--- src/rtl/imu_pkg.sv ---
// Shared types for the IMU conditioning path: sample struct, FSM states
// and a 16-bit saturation helper.
package imu_pkg;

   localparam int IMU_WIDTH = 16;

   // One IMU sample, x in the most significant field.
   typedef struct packed {
      logic signed [IMU_WIDTH-1:0] x;
      logic signed [IMU_WIDTH-1:0] y;
      logic signed [IMU_WIDTH-1:0] z;
   } data_t;

   // Filter operating mode.
   typedef enum logic {
      ST_CALIB = 1'b0,
      ST_RUN   = 1'b1
   } state_t;

   // Clamp a 17-bit signed value into the 16-bit signed range.
   function automatic logic signed [15:0] sat16(input logic signed [16:0] d);
      if (d[16] != d[15]) begin
         sat16 = d[16] ? 16'sh8000 : 16'sh7fff;
      end else begin
         sat16 = d[15:0];
      end
   endfunction

endpackage

--- src/rtl/imu_axis_filter.sv ---
// Single-axis datapath: bias accumulator, stored bias, saturating bias
// subtraction and shift-based exponential moving average.
// Handshake: the parent raises exactly one of i_clear / i_acc / i_run per
// cycle for an accepted action; i_load is only ever raised together with
// i_acc and marks the final calibration sample.
module imu_axis_filter
   import imu_pkg::*;
#(
   parameter int   WIDTH       = IMU_WIDTH,
   parameter int   CALIB_LOG2  = 4,
   parameter int   ALPHA_SHIFT = 2,
   parameter logic BIAS_EN     = 1'b1
) (
   input  logic                    clk,
   input  logic                    reset_n,
   input  logic                    i_clear,
   input  logic                    i_acc,
   input  logic                    i_load,
   input  logic                    i_run,
   input  logic signed [WIDTH-1:0] i_sample,
   output logic signed [WIDTH-1:0] o_filt_next
);

   localparam int AW = WIDTH + CALIB_LOG2;

   logic signed [AW-1:0]    r_acc;
   logic signed [WIDTH-1:0] r_bias;
   logic signed [WIDTH-1:0] r_filt;

   logic signed [AW-1:0]    w_acc_sum;
   logic signed [WIDTH:0]   w_diff;
   logic signed [WIDTH-1:0] w_corr;
   logic signed [WIDTH:0]   w_delta;
   logic signed [WIDTH:0]   w_step;
   logic signed [WIDTH:0]   w_filt_sum;

   // Clamp a WIDTH+1 bit value into the WIDTH-bit signed range.
   function automatic logic signed [WIDTH-1:0] sat_w(input logic signed [WIDTH:0] d);
      if (d[WIDTH] != d[WIDTH-1]) begin
         sat_w = d[WIDTH] ? {1'b1, {(WIDTH-1){1'b0}}} : {1'b0, {(WIDTH-1){1'b1}}};
      end else begin
         sat_w = d[WIDTH-1:0];
      end
   endfunction

   // Datapath: running sum, bias-corrected sample, and next EMA value.
   // The EMA sum always lies between old filt and corr, so its clamp never
   // engages; it only folds the guard bit back into WIDTH bits.
   always_comb begin
      w_acc_sum   = r_acc + {{CALIB_LOG2{i_sample[WIDTH-1]}}, i_sample};
      w_diff      = {i_sample[WIDTH-1], i_sample} - {r_bias[WIDTH-1], r_bias};
      w_corr      = sat_w(w_diff);
      w_delta     = {w_corr[WIDTH-1], w_corr} - {r_filt[WIDTH-1], r_filt};
      w_step      = w_delta >>> ALPHA_SHIFT;
      w_filt_sum  = {r_filt[WIDTH-1], r_filt} + w_step;
      o_filt_next = sat_w(w_filt_sum);
   end

   // Accumulator, bias and filter state; the bias is the floor average,
   // which is simply the upper WIDTH bits of the final sum.
   always_ff @(posedge clk or negedge reset_n) begin
      if (!reset_n) begin
         r_acc  <= '0;
         r_bias <= '0;
         r_filt <= '0;
      end else begin
         if (i_clear || i_load) begin
            r_acc <= '0;
         end else if (i_acc) begin
            r_acc <= w_acc_sum;
         end
         if (i_load) begin
            r_bias <= BIAS_EN ? w_acc_sum[AW-1:CALIB_LOG2] : '0;
            r_filt <= '0;
         end else if (i_run) begin
            r_filt <= o_filt_next;
         end
      end
   end

endmodule

--- src/rtl/imu_filter.sv ---
// IMU conditioning stage: calibrates a per-axis zero-g bias, then emits
// bias-corrected, EMA-filtered samples with a one-cycle valid strobe.
// Input handshake: in_valid qualifies in_data for one cycle, no backpressure;
// recal in the same cycle wins and the sample is discarded.
// Output handshake: out_valid is a one-cycle strobe, out_data holds between strobes.
module imu_filter
   import imu_pkg::*;
#(
   parameter int         WIDTH       = IMU_WIDTH,
   parameter int         CALIB_LOG2  = 4,
   parameter int         ALPHA_SHIFT = 2,
   parameter logic [2:0] BIAS_MASK   = 3'b011
) (
   input  logic  clk,
   input  logic  reset_n,
   input  data_t in_data,
   input  logic  in_valid,
   input  logic  recal,
   output data_t out_data,
   output logic  out_valid,
   output logic  calibrated,
   output logic  o_dbg_state
);

   state_t                r_state;
   state_t                w_state_next;
   logic [CALIB_LOG2-1:0] r_count;
   logic [CALIB_LOG2-1:0] w_count_next;
   logic                  w_clear;
   logic                  w_acc_en;
   logic                  w_load;
   logic                  w_run;
   logic                  r_out_valid;
   data_t                 r_out_data;

   logic signed [WIDTH-1:0] w_x_next;
   logic signed [WIDTH-1:0] w_y_next;
   logic signed [WIDTH-1:0] w_z_next;

   // FSM state and calibration sample counter.
   always_ff @(posedge clk or negedge reset_n) begin
      if (!reset_n) begin
         r_state <= ST_CALIB;
         r_count <= '0;
      end else begin
         r_state <= w_state_next;
         r_count <= w_count_next;
      end
   end

   // Next state and per-cycle datapath enables; recal overrides everything.
   always_comb begin
      w_state_next = r_state;
      w_count_next = r_count;
      w_clear      = 1'b0;
      w_acc_en     = 1'b0;
      w_load       = 1'b0;
      w_run        = 1'b0;
      if (recal) begin
         w_clear      = 1'b1;
         w_state_next = ST_CALIB;
         w_count_next = '0;
      end else begin
         case (r_state)
            ST_CALIB: begin
               if (in_valid) begin
                  w_acc_en     = 1'b1;
                  w_count_next = r_count + CALIB_LOG2'(1);
                  if (&r_count) begin
                     w_load       = 1'b1;
                     w_count_next = '0;
                     w_state_next = ST_RUN;
                  end
               end
            end
            ST_RUN: begin
               w_run = in_valid;
            end
            default: begin
               w_state_next = ST_CALIB;
               w_count_next = '0;
            end
         endcase
      end
   end

   imu_axis_filter #(
      .WIDTH(WIDTH), .CALIB_LOG2(CALIB_LOG2), .ALPHA_SHIFT(ALPHA_SHIFT), .BIAS_EN(BIAS_MASK[0])
   ) u_axis_x (
      .clk(clk), .reset_n(reset_n), .i_clear(w_clear), .i_acc(w_acc_en), .i_load(w_load),
      .i_run(w_run), .i_sample(in_data.x), .o_filt_next(w_x_next)
   );

   imu_axis_filter #(
      .WIDTH(WIDTH), .CALIB_LOG2(CALIB_LOG2), .ALPHA_SHIFT(ALPHA_SHIFT), .BIAS_EN(BIAS_MASK[1])
   ) u_axis_y (
      .clk(clk), .reset_n(reset_n), .i_clear(w_clear), .i_acc(w_acc_en), .i_load(w_load),
      .i_run(w_run), .i_sample(in_data.y), .o_filt_next(w_y_next)
   );

   imu_axis_filter #(
      .WIDTH(WIDTH), .CALIB_LOG2(CALIB_LOG2), .ALPHA_SHIFT(ALPHA_SHIFT), .BIAS_EN(BIAS_MASK[2])
   ) u_axis_z (
      .clk(clk), .reset_n(reset_n), .i_clear(w_clear), .i_acc(w_acc_en), .i_load(w_load),
      .i_run(w_run), .i_sample(in_data.z), .o_filt_next(w_z_next)
   );

   // Output register: separate from the axis filt so the last result holds
   // through recalibration, when filt itself is cleared.
   always_ff @(posedge clk or negedge reset_n) begin
      if (!reset_n) begin
         r_out_valid <= 1'b0;
         r_out_data  <= '0;
      end else begin
         r_out_valid <= w_run;
         if (w_run) begin
            r_out_data.x <= w_x_next;
            r_out_data.y <= w_y_next;
            r_out_data.z <= w_z_next;
         end
      end
   end

   assign out_data    = r_out_data;
   assign out_valid   = r_out_valid;
   assign calibrated  = (r_state == ST_RUN);
   assign o_dbg_state = r_state;

endmodule

--- config.mk ---
export PLATFORM = sky130hd
export DESIGN_NAME = imu_filter
export DESIGN_NICKNAME = d
export VERILOG_FILES = /design/src/rtl/imu_pkg.sv /design/src/rtl/imu_axis_filter.sv /design/src/rtl/imu_filter.sv
export SDC_FILE = /design/constraint.sdc
export NUM_CORES = 1
export LEC_CHECK = 0
export CAP_MARGIN = 20
export CELL_PAD_IN_SITES_DETAIL_PLACEMENT = 1
export CELL_PAD_IN_SITES_GLOBAL_PLACEMENT = 1
export CORE_MARGIN = 2
export CORE_UTILIZATION = 50
export CTS_CLUSTER_SIZE = 10
export DETAILED_ROUTE_END_ITERATION = 12
export GPL_ROUTABILITY_DRIVEN = 0
export GPL_TIMING_DRIVEN = 0
export PLACE_DENSITY = 0.95
export SETUP_SLACK_MARGIN = 0.02
export SLEW_MARGIN = 10
export SYNTH_ARGS = -nofsm -noshare
export SYNTH_HDL_FRONTEND = slang
export SYNTH_SLANG_ARGS = --single-unit
--- constraint.sdc ---
create_clock -name clk -period 16.5 [get_ports clk]
set_input_delay 3.3 -clock clk [delete_from_list [all_inputs] [get_ports clk]]
set_output_delay 3.3 -clock clk [all_outputs]
set_load 0.02 [all_outputs]
==> reports/qor.tcl <==
set qor(antenna_nets_post_route) 0
set qor(cts.root.buffer_cell) {clkbuf_16}
set qor(core_um2) 27900
set qor(grt-ovfl-total) 0
set qor(internal_power_mw) 1.04
set qor(remaining_drc_errors) 0
set qor(post_synth_instance_area_um2) 14300
set qor(finalMaxSlewViolations) 0
set qor(io_buffers) 101
set qor(grt_setup_unrepaired) {false}
set qor(critical_path.max_stage_delay_ns) 0.74
set qor(numClockSinks) 174
set qor(clk_lat_worst_skew_ns) 0.47
set qor(final_hold_viol_count) 0
set qor(initial_cell_density_of_the_core) 0.511
set qor(worstMarginPinSlew_ns) 1.10
set qor(synth_area_per_cell_um2) 8.53
set qor(layout_worst_path_cycle_share) 0.734
set qor(floorplan.die.height_um) 173
set qor(synth.area.mux_share) 0.0107
set qor(detailedPlacementHpwl_mm) 37.6
set qor(max-vdd-ir-drop_mv) 0.0636
set qor(power_leakage_nw) 7.64
set qor(cts-hold-fix-buffers) 0
set qor(post_cts_sizing) 0
set qor(finalNetCount) 2027
set qor(htreeDepth) 4
set qor(fraction_of_registers_with_async_set_or_reset_after_synthesis) 1.00
set qor(setup-violations-final) 0
set qor(fp.dieArea_um2) 29900
set qor(postCtsSetupBuffers) 0
set qor(crit_path_max_fanout) 10
set qor(p_comb_frac) 0.529
set qor(totalNegativeSetupSlack_ns) 0
set qor(tritoncts.num_buffers) 17
set qor(route.vias.total) 14100
set qor(max_freq_mhz) 82.5
set qor(synthesis.nets) 1905
set qor(final.min_clock_period_ns) 12.11
set qor(synth_fa_ha_area_frac) 0.162
set qor(postSynthCellCount) 1672
set qor(post_synth_top_area_share) 0.305
set qor(dr.pass1.iters) 5
set qor(yosysWarnings) 0
set qor(worst-endpoint-required_ns) 16.87
set qor(max_slew_margin) 0.260
set qor(yosys.cell_count.top_type) {nand2_1}
set qor(io_pins) 103
set qor(detailedRoute.firstIterationViolations) 1174
set qor(drv_cap) 0
set qor(cts_tree) {built}
set qor(switching_power_mw) 0.840
set qor(grt_max_degree) 93
set qor(postSynth.topFlopCell) {dfrtp_1}
set qor(run_status) {complete, no violations}
set qor(drt_wl_total_mm) 52.7
set qor(switching_share) 0.448
set qor(row_count) 61
set qor(num-fill-cells) 3306
set qor(seq_power_share) 0.245
set qor(antenna_cells_inserted) 0
set qor(fin_skew_ns) 0.0183
set qor(post_synth_num_cell_types) 77
set qor(first_global_vias) 15600
set qor(final_area_um2) 16400
set qor(final_layout_size_suffix_gt1_frac) 0.0460
set qor(synth-edff-count) 0
set qor(register_area_um2) 4350
set qor(width_of_the_die_um) 173
set qor(synth_top_family_by_area) {compound AO/OA/AOI/OAI gates}
set qor(critical_path.endpoint_type) {flip-flop}
set qor(arr_time_crit_path_ns) 12.48
set qor(grt_antenna_before_repair) 0
set qor(synth_sequential_area_ratio) 0.305
set qor(synth-seq-cells) 174
set qor(multi_input_area_um2) 9260
set qor(dominant_cell_type_by_area_after_synthesis) {dfrtp_1}
set qor(via_per_inst) 6.47
set qor(power_density_nw_per_um2) 115
set qor(post_drt_wl_per_cell_um) 24.1
set qor(grt_pass1_wl_mm) 83.7
set qor(critPathKind) {in2reg}
set qor(global_route.usage.total) 0.350
set qor(critical_path.startpoint_type) {input pin}
set qor(worst_setup_hold_path_clk_slew_ns) 0.09
set qor(areaGrowthSynthToFinish_pct) 14.7
set qor(postPlaceCellArea_um2) 15800
set qor(clk_path_buf_depth) 2
set qor(hold_class) {reg2reg}
set qor(synth-compound-area-share) 0.238
set qor(cell_types_with_the_highest_counts_after_synthesis) {nand2_1 (186), dfrtp_1 (174), ha_1 (174), a21oi_1 (134), inv_1 (125)}
set qor(post_synth_and_or_nand_nor_area_fraction) 0.159
set qor(timing.critical_path.slowest_stage_cell) {clkdlybuf4s50_1}
set qor(netlist_top_cells_area) {dfrtp_1 (31%), ha_1 (15%), nand2_1 (4.9%)}
set qor(clockPowerShare) 0.226
set qor(synthXorXnorAreaFrac) 0.0786
## worst paths after layout
| kind | cells after the start | endpoint | slack, ns | from |
|---|---|---|---|---|
| max in group asynchronous | 2 | out_data[35] | 12.78 | reset_n |
| setup / recovery | 35 | u_axis_y.r_filt[0] | 4.39 | in_data[17] |
| setup reg to reg | 35 | u_axis_y.r_filt[0] | 7.48 | u_axis_y.r_bias[1] |
| hold / removal | 2 | out_data[18] | 0.49 | out_data[18] |
| min in group asynchronous | 1 | out_data[26] | 2.80 | reset_n |
| hold reg to reg | 2 | out_data[18] | 0.49 | out_data[18] |
## through the flow
stage                     power, mW  setup slack, ns  hold WS, ns  utilization  std cells
after floorplan                1.15             6.52        0.450            -       1672
after CTS                      1.85             4.64        0.493        0.586       2184
after global placement         1.31             4.85        0.460        0.564       2151
after detailed placement       1.39             4.41        0.476        0.565       2153
after global routing           1.97             3.68        0.504        0.586       2184
final                          1.88             4.39        0.493        0.586       2184
## sequential cells by signal, indices dropped and copies added, names as in the netlist
signal	flops
u_axis_y.r_acc	20
u_axis_x.r_acc	20
calibrated	1
u_axis_y.r_filt	16
r_count	4
out_valid	1
u_axis_z.r_filt	16
u_axis_y.r_bias	16
u_axis_x.r_bias	16
u_axis_x.r_filt	16
out_data	48
## critical path: cells and delay by family
kind	cells	cell delay, ns
simple gates	6	1.09
fa+ha+maj	4	1.29
compound gates	20	5.00
xor+xnor	1	0.20
buf+inv	4	1.57
## power groups by stage
stage                     clock network [mW]  logic, mW  registers (mW)
final                                  0.425      0.991           0.460
after floorplan                            0      0.687           0.463
after global placement                     0      0.848           0.466
after CTS                              0.419      0.968           0.459
after global routing                   0.435       1.07           0.461
after detailed placement                   0      0.921           0.467
## layer usage
metal	track usage	vias up	wire length, um
met5	0	-	0
met2	0.627	604	26500
met3	0.0620	248	2850
met1	0.385	7050	20200
met4	0.215	0	3160
li1	-	6233	-
## placed cells by master (no fill, tap or decap), types with 8 or more instances in the layout
cell type and n:
o21a_1 17, mux2_2 8, or3_1 15, a221o_1 12, ha_1 174, a211oi_1 9, a21oi_1 134, a31oi_1 23
inv_1 125, o21bai_1 11, nand2_1 186, nand3_1 41, xor2_1 50, dfrtp_1 174, clkbuf_16 17, clkdlybuf4s50_1 100
a22o_1 29, o211ai_1 14, nor3_1 44, or2_2 9, o31ai_1 22, clkbuf_1 34, nor2_1 105, a21o_1 37
o21ai_0 107, a221oi_1 15, nor2b_1 22, xnor2_1 78, nand2b_1 21, and2_1 10, o21ai_1 26
## area by class of cell
| cell class | instances | share of cell area |
|---|---|---|
| Clock inverter | 13 | 0.00773 |
| Sequential cell | 174 | 0.266 |
| Tap cell | 378 | 0.0289 |
| Timing Repair Buffer | 103 | 0.0643 |
| Inverter | 126 | 0.0289 |
| Clock buffer | 18 | 0.0268 |
| Multi-Input combinational cell | 1328 | 0.566 |
| Buffer | 44 | 0.0112 |
## kinds of logic (layout without fill, tap and decap cells)
family	after synthesis	after routing
muxes	13	13
DFF	174	174
AOI/OAI and AO/OA	516	516
xor gates and xnor gates	128	128
and+or+nand+nor	490	490
adders and majority gates	181	181
buffers and inverters	170	304
Power figures use the tool's default switching activity.
